$ cat config.mk
export PLATFORM = sky130hd
export DESIGN_NAME = kuznechik_req_arbiter
export DESIGN_NICKNAME = d
export VERILOG_FILES = /design/src/rtl/kuznechik_pkg.sv /design/src/rtl/kuznechik_rr_pick.sv /design/src/rtl/kuznechik_req_arbiter.sv
export SDC_FILE = /design/constraint.sdc
export NUM_CORES = 1
export LEC_CHECK = 0
export CELL_PAD_IN_SITES_DETAIL_PLACEMENT = 0
export CELL_PAD_IN_SITES_GLOBAL_PLACEMENT = 1
export CORE_AREA = 2 2 257 259
export DETAILED_ROUTE_END_ITERATION = 6
export DIE_AREA = 0 0 259 261
export DONT_BUFFER_PORTS = 1
export PLACE_DENSITY = 0.48
export SLEW_MARGIN = 20
export SYNTH_ARGS = -nofsm -noshare
export SYNTH_HDL_FRONTEND = slang
export SYNTH_SLANG_ARGS = --single-unit
$ cat constraint.sdc
create_clock -name clk_i -period 7.9 [get_ports clk_i]
set_clock_uncertainty 0.15 [all_clocks]
set_input_delay 0.79 -clock clk_i [delete_from_list [all_inputs] [get_ports clk_i]]
set_output_delay 0.79 -clock clk_i [all_outputs]
set_load 0.01 [all_outputs]
$ cat src/rtl/kuznechik_pkg.sv
`default_nettype none
// ============================================================================
// Module   : kuznechik_pkg
// Purpose  : Shared types and constants for the kuznechik core arbitration.
// Revision : 1.0 - initial release
// ============================================================================
package kuznechik_pkg;

    localparam int BLOCK_W                = 128;
    localparam int DEFAULT_TIMEOUT_CYCLES = 1024;

    typedef enum logic [1:0] {
        IDLE    = 2'd0,
        ISSUE   = 2'd1,
        WAIT    = 2'd2,
        DELIVER = 2'd3
    } arb_state_t;

endpackage
`default_nettype wire

$ cat src/rtl/kuznechik_rr_pick.sv
`default_nettype none
// ============================================================================
// Module   : kuznechik_rr_pick
// Purpose  : Combinational round-robin picker; first valid index after
//            i_last_grant, wrapping around.
// Revision : 1.0 - initial release
// ============================================================================
module kuznechik_rr_pick #(
    parameter int N_REQ = 2,
    parameter int ID_W  = (N_REQ <= 2) ? 1 : $clog2(N_REQ)
) (
    input  logic [N_REQ-1:0] i_valid,
    input  logic [ID_W-1:0]  i_last_grant,
    output logic             o_any,
    output logic [ID_W-1:0]  o_grant_idx,
    output logic [N_REQ-1:0] o_grant_oh
);

    logic [ID_W-1:0] w_idx;

    always_comb begin
        o_any       = 1'b0;
        o_grant_idx = '0;
        o_grant_oh  = '0;
        w_idx       = '0;
        // Candidate order starts one past the previous winner.
        for (int k = 1; k <= N_REQ; k++) begin
            w_idx = ID_W'((int'(i_last_grant) + k) % N_REQ);
            if (!o_any && i_valid[w_idx]) begin
                o_any       = 1'b1;
                o_grant_idx = w_idx;
                o_grant_oh  = N_REQ'(1) << w_idx;
            end
        end
    end

endmodule
`default_nettype wire

$ cat src/rtl/kuznechik_req_arbiter.sv
`default_nettype none
// ============================================================================
// Module   : kuznechik_req_arbiter
// Purpose  : Round-robin sharing of one kuznechik_cipher core between N_REQ
//            requesters; one block in flight, results tagged with owner id.
//            Optional WAIT watchdog enabled by macro KUZ_ARB_TIMEOUT_EN.
// Revision : 1.0 - initial release
// ============================================================================
module kuznechik_req_arbiter
    import kuznechik_pkg::*;
#(
    parameter int N_REQ          = 2,
    parameter int ID_W           = (N_REQ <= 2) ? 1 : $clog2(N_REQ),
    parameter int TIMEOUT_CYCLES = DEFAULT_TIMEOUT_CYCLES
) (
    input  logic                     clk_i,
    input  logic                     rst_i,
    input  logic [N_REQ-1:0]         req_valid_i,
    output logic [N_REQ-1:0]         req_ready_o,
    input  logic [N_REQ*BLOCK_W-1:0] req_data_i,
    output logic                     res_valid_o,
    input  logic                     res_ready_i,
    output logic [ID_W-1:0]          res_id_o,
    output logic [BLOCK_W-1:0]       res_data_o,
    output logic                     core_request_o,
    output logic                     core_ack_o,
    output logic [BLOCK_W-1:0]       core_data_o,
    input  logic                     core_busy_i,
    input  logic                     core_valid_i,
    input  logic [BLOCK_W-1:0]       core_data_i,
    output logic                     err_o
);

    if (N_REQ < 2 || N_REQ > 8 || TIMEOUT_CYCLES < 1) begin : g_bad_cfg
        $error("kuznechik_req_arbiter: unsupported N_REQ or TIMEOUT_CYCLES");
    end

    arb_state_t          r_state;
    logic [ID_W-1:0]     r_last_grant;
    logic [ID_W-1:0]     r_res_id;
    logic [BLOCK_W-1:0]  r_core_data;
    logic [BLOCK_W-1:0]  r_res_data;

    logic                w_any;
    logic [ID_W-1:0]     w_grant_idx;
    logic [N_REQ-1:0]    w_grant_oh;
    logic                w_grant;
    logic                w_timeout;
    logic [BLOCK_W-1:0]  w_sel_data;

    kuznechik_rr_pick #(
        .N_REQ (N_REQ),
        .ID_W  (ID_W)
    ) u_pick (
        .i_valid      (req_valid_i),
        .i_last_grant (r_last_grant),
        .o_any        (w_any),
        .o_grant_idx  (w_grant_idx),
        .o_grant_oh   (w_grant_oh)
    );

    // A core still busy or holding a result must not be handed a new block.
    assign w_grant = (r_state == IDLE) && w_any && !core_busy_i && !core_valid_i;

    always_comb begin
        w_sel_data = '0;
        for (int i = 0; i < N_REQ; i++) begin
            if (w_grant_oh[i]) begin
                w_sel_data = req_data_i[i*BLOCK_W +: BLOCK_W];
            end
        end
    end

`ifdef KUZ_ARB_TIMEOUT_EN
    localparam int C_CNT_W = $clog2(TIMEOUT_CYCLES + 1);

    logic [C_CNT_W-1:0] r_wait_cnt;

    always_ff @(posedge clk_i or posedge rst_i) begin
        if (rst_i) begin
            r_wait_cnt <= '0;
        end else if (r_state == ISSUE) begin
            r_wait_cnt <= '0;
        end else if (r_state == WAIT) begin
            r_wait_cnt <= r_wait_cnt + 1'b1;
        end
    end

    assign w_timeout = (r_state == WAIT) && !core_valid_i &&
                       (r_wait_cnt == C_CNT_W'(TIMEOUT_CYCLES));
`else
    assign w_timeout = 1'b0;
`endif

    always_ff @(posedge clk_i or posedge rst_i) begin
        if (rst_i) begin
            r_state      <= IDLE;
            r_last_grant <= ID_W'(N_REQ - 1);
            r_res_id     <= '0;
            r_core_data  <= '0;
            r_res_data   <= '0;
        end else begin
            case (r_state)
                IDLE: begin
                    if (w_grant) begin
                        r_core_data <= w_sel_data;
                        r_res_id    <= w_grant_idx;
                        r_state     <= ISSUE;
                    end
                end
                ISSUE: begin
                    r_state <= WAIT;
                end
                WAIT: begin
                    if (core_valid_i) begin
                        r_res_data <= core_data_i;
                        r_state    <= DELIVER;
                    end else if (w_timeout) begin
                        r_last_grant <= r_res_id;
                        r_state      <= IDLE;
                    end
                end
                DELIVER: begin
                    if (res_ready_i) begin
                        r_last_grant <= r_res_id;
                        r_state      <= IDLE;
                    end
                end
                default: r_state <= IDLE;
            endcase
        end
    end

    // Reset gates the grant so no block is taken while reset is held.
    assign req_ready_o    = (w_grant && !rst_i) ? w_grant_oh : '0;
    assign core_request_o = (r_state == ISSUE);
    assign core_ack_o     = (r_state == WAIT) && (core_valid_i || w_timeout);
    assign core_data_o    = r_core_data;
    assign res_valid_o    = (r_state == DELIVER);
    assign res_id_o       = r_res_id;
    assign res_data_o     = r_res_data;
    assign err_o          = w_timeout;

endmodule
`default_nettype wire

==> metrics, run 1 <==
effective utilization at floorplan=between 10% and 20%; number of design rule violations left after detail routing=0; unrepaired setup endpoints after global routing=false; period utilisation layout=45.5%; CTS tree=done; Slew Viols, Final=0; final-report hold violation count=0; kind of end point of the critical path=primary output; I/O pin cnt=654; Layout Nets=1239; maximum ir drop on the vdd rail=0.128 mV; worst rel slew slack=37.0%; number of nets in the synthesized netlist=1253; cell-internal power=0.00348 W; placer congestion estimate=slightly above 0.7; kind of path behind the tightest hold check=input port to flip-flop; mean instance size in the synthesized netlist=12.3 sq um; met3 track demand over resource in global routing=between 3 and 4%; sort of element at the start of the critical path=flip-flop; global-route wire length before repair=46000 um; number of buffers created by CTS=30; clock latency on the worst-skew pair=about 0.57 ns; vias in the first global route=7138; maximum capacitance violations=0; synth unique cells=26; count of buffers inserted at the top-level ports=0; count of clock tree sinks=260; worst setup path category=flip-flop to primary output; met2 usage in global routing=16.4%; Synth Area in Compound Gates=9.92%; cell area after synthesis=between 10000 and 15000 sq um; CTS clk-pin slew, worst paths=0.06 ns; number of vias in the routed layout=6687; clock group share of total power=between 20% and 30%; core outline area=65000 sq um; Switching Share=between 30% and 40%; net switching power=0.00186 W; most common library cells after synthesis=sky130_fd_sc_hd__dfrtp_1 (259), sky130_fd_sc_hd__nand2_1 (258), sky130_fd_sc_hd__mux2_2 (130), sky130_fd_sc_hd__a22oi_1 (118), sky130_fd_sc_hd__buf_2 (32); Syn. warnings=0; initial antenna violation count=5; power per cell area=430 nW/um^2; CTS Root Cell=sky130_fd_sc_hd__clkbuf_16; logic gate share of total power=19.7%; total setup violations reported at the end of the flow=0; outcome=finished clean; transition time at the pin with the least slew margin=0.945 ns; leakage=~5.3 nW; residual overflow from global routing=0; global router's overall resource usage=under 10%; synthesis-stage register bit count=260; highest-utilization routing layer at the global route stage=met2; largest net degree at the start of global routing=132; area growth from synthesis to layout=18.0%; worst hold slack after final layout=0.169 ns; GR Util met1=under 10%; largest family of logic cells by synthesized area=multiplexers; Synth area leaders=sky130_fd_sc_hd__dfrtp_1 (62%), sky130_fd_sc_hd__mux2_2 (14%), sky130_fd_sc_hd__nand2_1 (9.2%); worst hold start=req_data_i[124]; top_reg_cell synth=sky130_fd_sc_hd__dfrtp_1; first-pass iteration count of the detailed router=4; DIE WIDTH=259 um; multiplexer share of the synthesized area=13.9%; per-cell via count in the routed design=3.85; data arrival time of the critical path=between 2 and 3 ns; DRT Wirelength=between 30000 and 40000 um; detailed-route wire length per cell=19.1 um; number of violations reported at the end of detailed-routing iteration 0=353; xor and xnor area share after synthesis=0%; placed cell count=1674; startpoint of the most critical register-to-register path=r_state[0]; maximum fanout along the worst path=52; post-synthesis adder-cell area fraction=less than 1%; final cell count without fillers=1735; share of the synthesized area in the top cell type=just over 60%; area enclosed by the die boundary=between 60000 and 70000 sq um; number of enable-type register cells in the synthesized netlist=0; timing startpoint of the critical path=r_state[0]; count of mapped cells out of synthesis=between 800 and 900; post-cts resize count=0; DRT antenna net count=0; total number of H-tree levels=1; DIE HEIGHT=261 um; clock period minus final worst setup slack=3.59 ns; share of cells above drive strength 1=between 20% and 30%; cell taking the most area after synthesis=sky130_fd_sc_hd__dfrtp_1; highest clock frequency the design can meet=0.278 GHz; sequential share of power=a little over half; Simple-Gate Fraction of Synth Area=9.83%; Data required, critical path=6.96 ns; share of flip-flops with an asynchronous set or reset=100%; Setup TNS Final=0 ns; sum of net half-perimeters after detailed placement=24900 um; num rows=94; largest buffer count on any clock path=3; most numerous cell in the Yosys netlist=sky130_fd_sc_hd__dfrtp_1; sequential cell area fraction in the yosys report=about three fifths; post-layout utilization of the core=19.1%
[layer usage]
layer / wire [um] / up-vias / share of wire (%)
met1: 10600 / 3248 / 32
li1: - / 2936 / -
met3: 3690 / 65 / 11
met5: 17 / - / 0.051
met4: 1470 / 2 / 4.4
met2: 17400 / 436 / 52
[worst max-delay path, stage by stage, from the launching register on]
cell	delay, ns
sky130_fd_sc_hd__dfrtp_1	0.40
sky130_fd_sc_hd__inv_1	0.11
sky130_fd_sc_hd__ha_1	0.21
sky130_fd_sc_hd__nor3b_2	0.33
sky130_fd_sc_hd__and3_4	0.75
sky130_fd_sc_hd__and2_1	0.28
[cell usage in the layout (no fill, tap or decap)]
cell,count
sky130_fd_sc_hd__dfrtp_1,259
sky130_fd_sc_hd__nand2_1,258
sky130_fd_sc_hd__mux2_2,130
sky130_fd_sc_hd__a22oi_1,118
sky130_fd_sc_hd__clkbuf_16,31
sky130_fd_sc_hd__a22oi_2,10
sky130_fd_sc_hd__buf_4,9
sky130_fd_sc_hd__clkbuf_8,8
sky130_fd_sc_hd__clkinvlp_4,6
sky130_fd_sc_hd__clkbuf_1,6
sky130_fd_sc_hd__diode_2,4
sky130_fd_sc_hd__ha_1,4
sky130_fd_sc_hd__inv_1,3
sky130_fd_sc_hd__bufinv_16,3
sky130_fd_sc_hd__and3_4,2
sky130_fd_sc_hd__and2_1,2
sky130_fd_sc_hd__clkinv_2,2
sky130_fd_sc_hd__and2_4,1
sky130_fd_sc_hd__nor3b_2,1
sky130_fd_sc_hd__nand2b_1,1
sky130_fd_sc_hd__o21ai_4,1
sky130_fd_sc_hd__a21o_1,1
sky130_fd_sc_hd__nor2_1,1
sky130_fd_sc_hd__o21ai_0,1
sky130_fd_sc_hd__nor2b_1,1
sky130_fd_sc_hd__a221o_1,1
sky130_fd_sc_hd__nor3_1,1
sky130_fd_sc_hd__a21oi_1,1
sky130_fd_sc_hd__conb_1,1
sky130_fd_sc_hd__dlygate4sd3_1,1
sky130_fd_sc_hd__buf_16,1
sky130_fd_sc_hd__buf_12,1
sky130_fd_sc_hd__dfstp_2,1
[kinds of logic after synthesis]
kind of cell,after synthesis
simple gates,268
other cells,1
fa+ha+maj,4
compound gates,133
mux,130
flops,260
buf+inv,62
[state kept, by name, summed over array words and instances (netlist names)]
register      flops
core_data_o     128
r_last_grant      1
r_state           2
res_data_o      128
res_id_o          1
[power groups by stage]
| stage | clock network, W | registers [W] | logic [W] |
|---|---|---|---|
| 6_report | 0.00144 | 0.00284 | 0.00105 |
| 5_1_grt | 0.00156 | 0.00292 | 0.00119 |
| 4_1_cts | 0.00150 | 0.00286 | 0.00107 |
| 3_5_place_dp | 0 | 0.00287 | 0.00108 |
| 3_3_place_gp | 0 | 0.00290 | 0.00103 |
| 2_1_floorplan | 0 | 0.00263 | 0.000937 |
[timing repair]
action                                 in CTS  in global routing
endpoints found under the hold margin       5                  0
hold buffers                                1                  0
setup buffers                               0                  0
[area by class of cell]
cell class	count	area [sq um]
Tap cell	864	1080
Sequential cell	260	6510
Clock inverter	10	138
Clock buffer	45	908
Antenna cell	4	10.0
Inverter	4	18.8
Fill cell	7043	52600
Timing Repair Buffer	12	125
Multi-Input combinational cell	536	3620
[worst paths after layout]
check / cells past startpoint / slack, ns / endpoint
min: 2 / 0.17 / core_data_o[124]
max: 5 / 4.31 / req_ready_o[1]
max reg2reg: 7 / 4.70 / core_data_o[93]
max in group asynchronous: 4 / 5.51 / core_data_o[4]
min reg2reg: 1 / 0.43 / res_data_o[14]
min in group asynchronous: 2 / 0.51 / core_data_o[124]
[per-stage QoR]
stage	cell area (sq um)	total power, W	setup slack [ns]
finish	12400	0.00534	4.31
global route	12400	0.00567	4.12
CTS	12400	0.00544	4.24
detailed placement	11300	0.00395	4.61
global placement	11300	0.00392	4.65
floorplan	10500	0.00357	1.81
Power figures use the tool's default switching activity.
==> run 2: changes to the inputs <==
- CORE_AREA: 2 2 257 259 -> 2 2 253 255
- DIE_AREA: 0 0 259 261 -> 0 0 255 257
- clock period: 7.9 -> 3.5 ns (I/O delays scaled with it)
==> run 2 against run 1 <==
- the flow now stops in 4_1_cts
- synthesized cell count unchanged
- area after synthesis unchanged
==> metrics, run 2 <==
cell area after synthesis=10500 sq um; CTS Root Cell=sky130_fd_sc_hd__clkbuf_16; minimum setup slack after placement=0.995 ns; placed cell count=1666; post-cts resize count=0; largest buffer count on any clock path=3; Simple-Gate Fraction of Synth Area=about a tenth; count of clock tree sinks=260; count of buffers inserted at the top-level ports=0; number of enable-type register cells in the synthesized netlist=0; stage reached=4_1_cts; effective utilization at floorplan=16.8%; largest family of logic cells by synthesized area=multiplexers; top_reg_cell synth=sky130_fd_sc_hd__dfrtp_1; cell area after placement=11400 sq um; number of nets in the synthesized netlist=1253; I/O pin cnt=around 650; mean instance size in the synthesized netlist=12.3 sq um; hold_buf cts=345; multiplexer share of the synthesized area=13.9%; most common library cells after synthesis=sky130_fd_sc_hd__dfrtp_1 (259), sky130_fd_sc_hd__nand2_1 (258), sky130_fd_sc_hd__mux2_2 (130), sky130_fd_sc_hd__a22oi_1 (118), sky130_fd_sc_hd__buf_2 (32); synthesis-stage register bit count=260; post-synthesis adder-cell area fraction=0.476%; DIE HEIGHT=257 um; share of flip-flops with an asynchronous set or reset=between 90% and 100%; share of the synthesized area in the top cell type=61.6%; DIE WIDTH=255 um; most numerous cell in the Yosys netlist=sky130_fd_sc_hd__dfrtp_1; total number of H-tree levels=1; cell taking the most area after synthesis=sky130_fd_sc_hd__dfrtp_1; synth unique cells=26; xor and xnor area share after synthesis=0%; placer congestion estimate=0.772; first error line in the log=[ERROR RSZ-0060] Max buffer count reached.; number of buffers created by CTS=30; Synth area leaders=sky130_fd_sc_hd__dfrtp_1 (62%), sky130_fd_sc_hd__mux2_2 (14%), sky130_fd_sc_hd__nand2_1 (9.2%); outcome=aborted with a tool error; count of mapped cells out of synthesis=around 860; sequential cell area fraction in the yosys report=61.9%; Setup Buffers After CTS=0; num rows=about 90; Synth Area in Compound Gates=9.92%; Syn. warnings=0; sum of net half-perimeters after detailed placement=25700 um
-- run 2: cell families after synthesis --
kind of cell             count (synthesis)
flip-flops                             260
adder cells (fa/ha/maj)                  4
AO/OA/AOI/OAI                          133
other                                    1
multiplexers                           130
buffers and inverters                   62
AND/OR/NAND/NOR                        268
-- run 2: through the flow --
step / TNS, ns / hold slack, ns
floorplan: -116.93 / 0.305
global placement: 0 / 0.224
detailed placement: 0 / 0.219
==> run 3: changes to the inputs <==
- CELL_PAD_IN_SITES_DETAIL_PLACEMENT: 0 -> unset
- CELL_PAD_IN_SITES_GLOBAL_PLACEMENT: 1 -> unset
- CORE_AREA: 2 2 253 255 -> 2 2 256 258
- DIE_AREA: 0 0 255 257 -> 0 0 258 260
- PLACE_DENSITY: 0.48 -> unset
- PLACE_DENSITY_LB_ADDON: unset -> 0.15
==> run 3 against run 2 <==
- the run again fails in 4_1_cts
- area after synthesis unchanged
- synthesized cell count did not move
==> metrics, run 3 <==
CTS Root Cell=sky130_fd_sc_hd__clkbuf_16; placer congestion estimate=0.746; number of buffers created by CTS=31; count of clock tree sinks=260; most numerous cell in the Yosys netlist=sky130_fd_sc_hd__dfrtp_1; hold_buf cts=347; total number of H-tree levels=1; cell taking the most area after synthesis=sky130_fd_sc_hd__dfrtp_1; synthesis-stage register bit count=260; share of flip-flops with an asynchronous set or reset=100%; cell area after synthesis=roughly 11000 sq um; Syn. warnings=0; synth unique cells=26; DIE HEIGHT=260 um; most common library cells after synthesis=sky130_fd_sc_hd__dfrtp_1 (259), sky130_fd_sc_hd__nand2_1 (258), sky130_fd_sc_hd__mux2_2 (130), sky130_fd_sc_hd__a22oi_1 (118), sky130_fd_sc_hd__buf_2 (32); num rows=93; Setup Buffers After CTS=0; count of buffers inserted at the top-level ports=0; largest buffer count on any clock path=3; outcome=aborted with a tool error; I/O pin cnt=654; Synth area leaders=sky130_fd_sc_hd__dfrtp_1 (62%), sky130_fd_sc_hd__mux2_2 (14%), sky130_fd_sc_hd__nand2_1 (9.2%); top_reg_cell synth=sky130_fd_sc_hd__dfrtp_1; stage reached=4_1_cts; post-cts resize count=0; share of the synthesized area in the top cell type=61.6%; first error line in the log=[ERROR RSZ-0060] Max buffer count reached.; mean instance size in the synthesized netlist=about 12 sq um; sum of net half-perimeters after detailed placement=27600 um; count of mapped cells out of synthesis=858; number of enable-type register cells in the synthesized netlist=0; effective utilization at floorplan=between 10% and 20%; DIE WIDTH=258 um; number of nets in the synthesized netlist=1253; sequential cell area fraction in the yosys report=61.9%
[run 3: kinds of logic after synthesis]
family	Yosys count	share of synthesized area, %
AND/OR/NAND/NOR	268	9.83
flip-flops	260	61.9
AO/OA/AOI/OAI	133	9.92
multiplexers	130	13.9
buffers and inverters	62	3.93
adder cells (fa/ha/maj)	4	0.476
other	1	0.0357
[run 3: per-stage QoR]
stage | area (sq um) | instances | setup WS, ns | setup TNS, ns | hold WS (ns)
detailed placement | 11400 | 1672 | 0.877 | 0 | 0.0692
global placement | 11400 | 1672 | 0.967 | 0 | 0.0755
floorplan | 10500 | 858 | -1.71 | -116.93 | 0.305
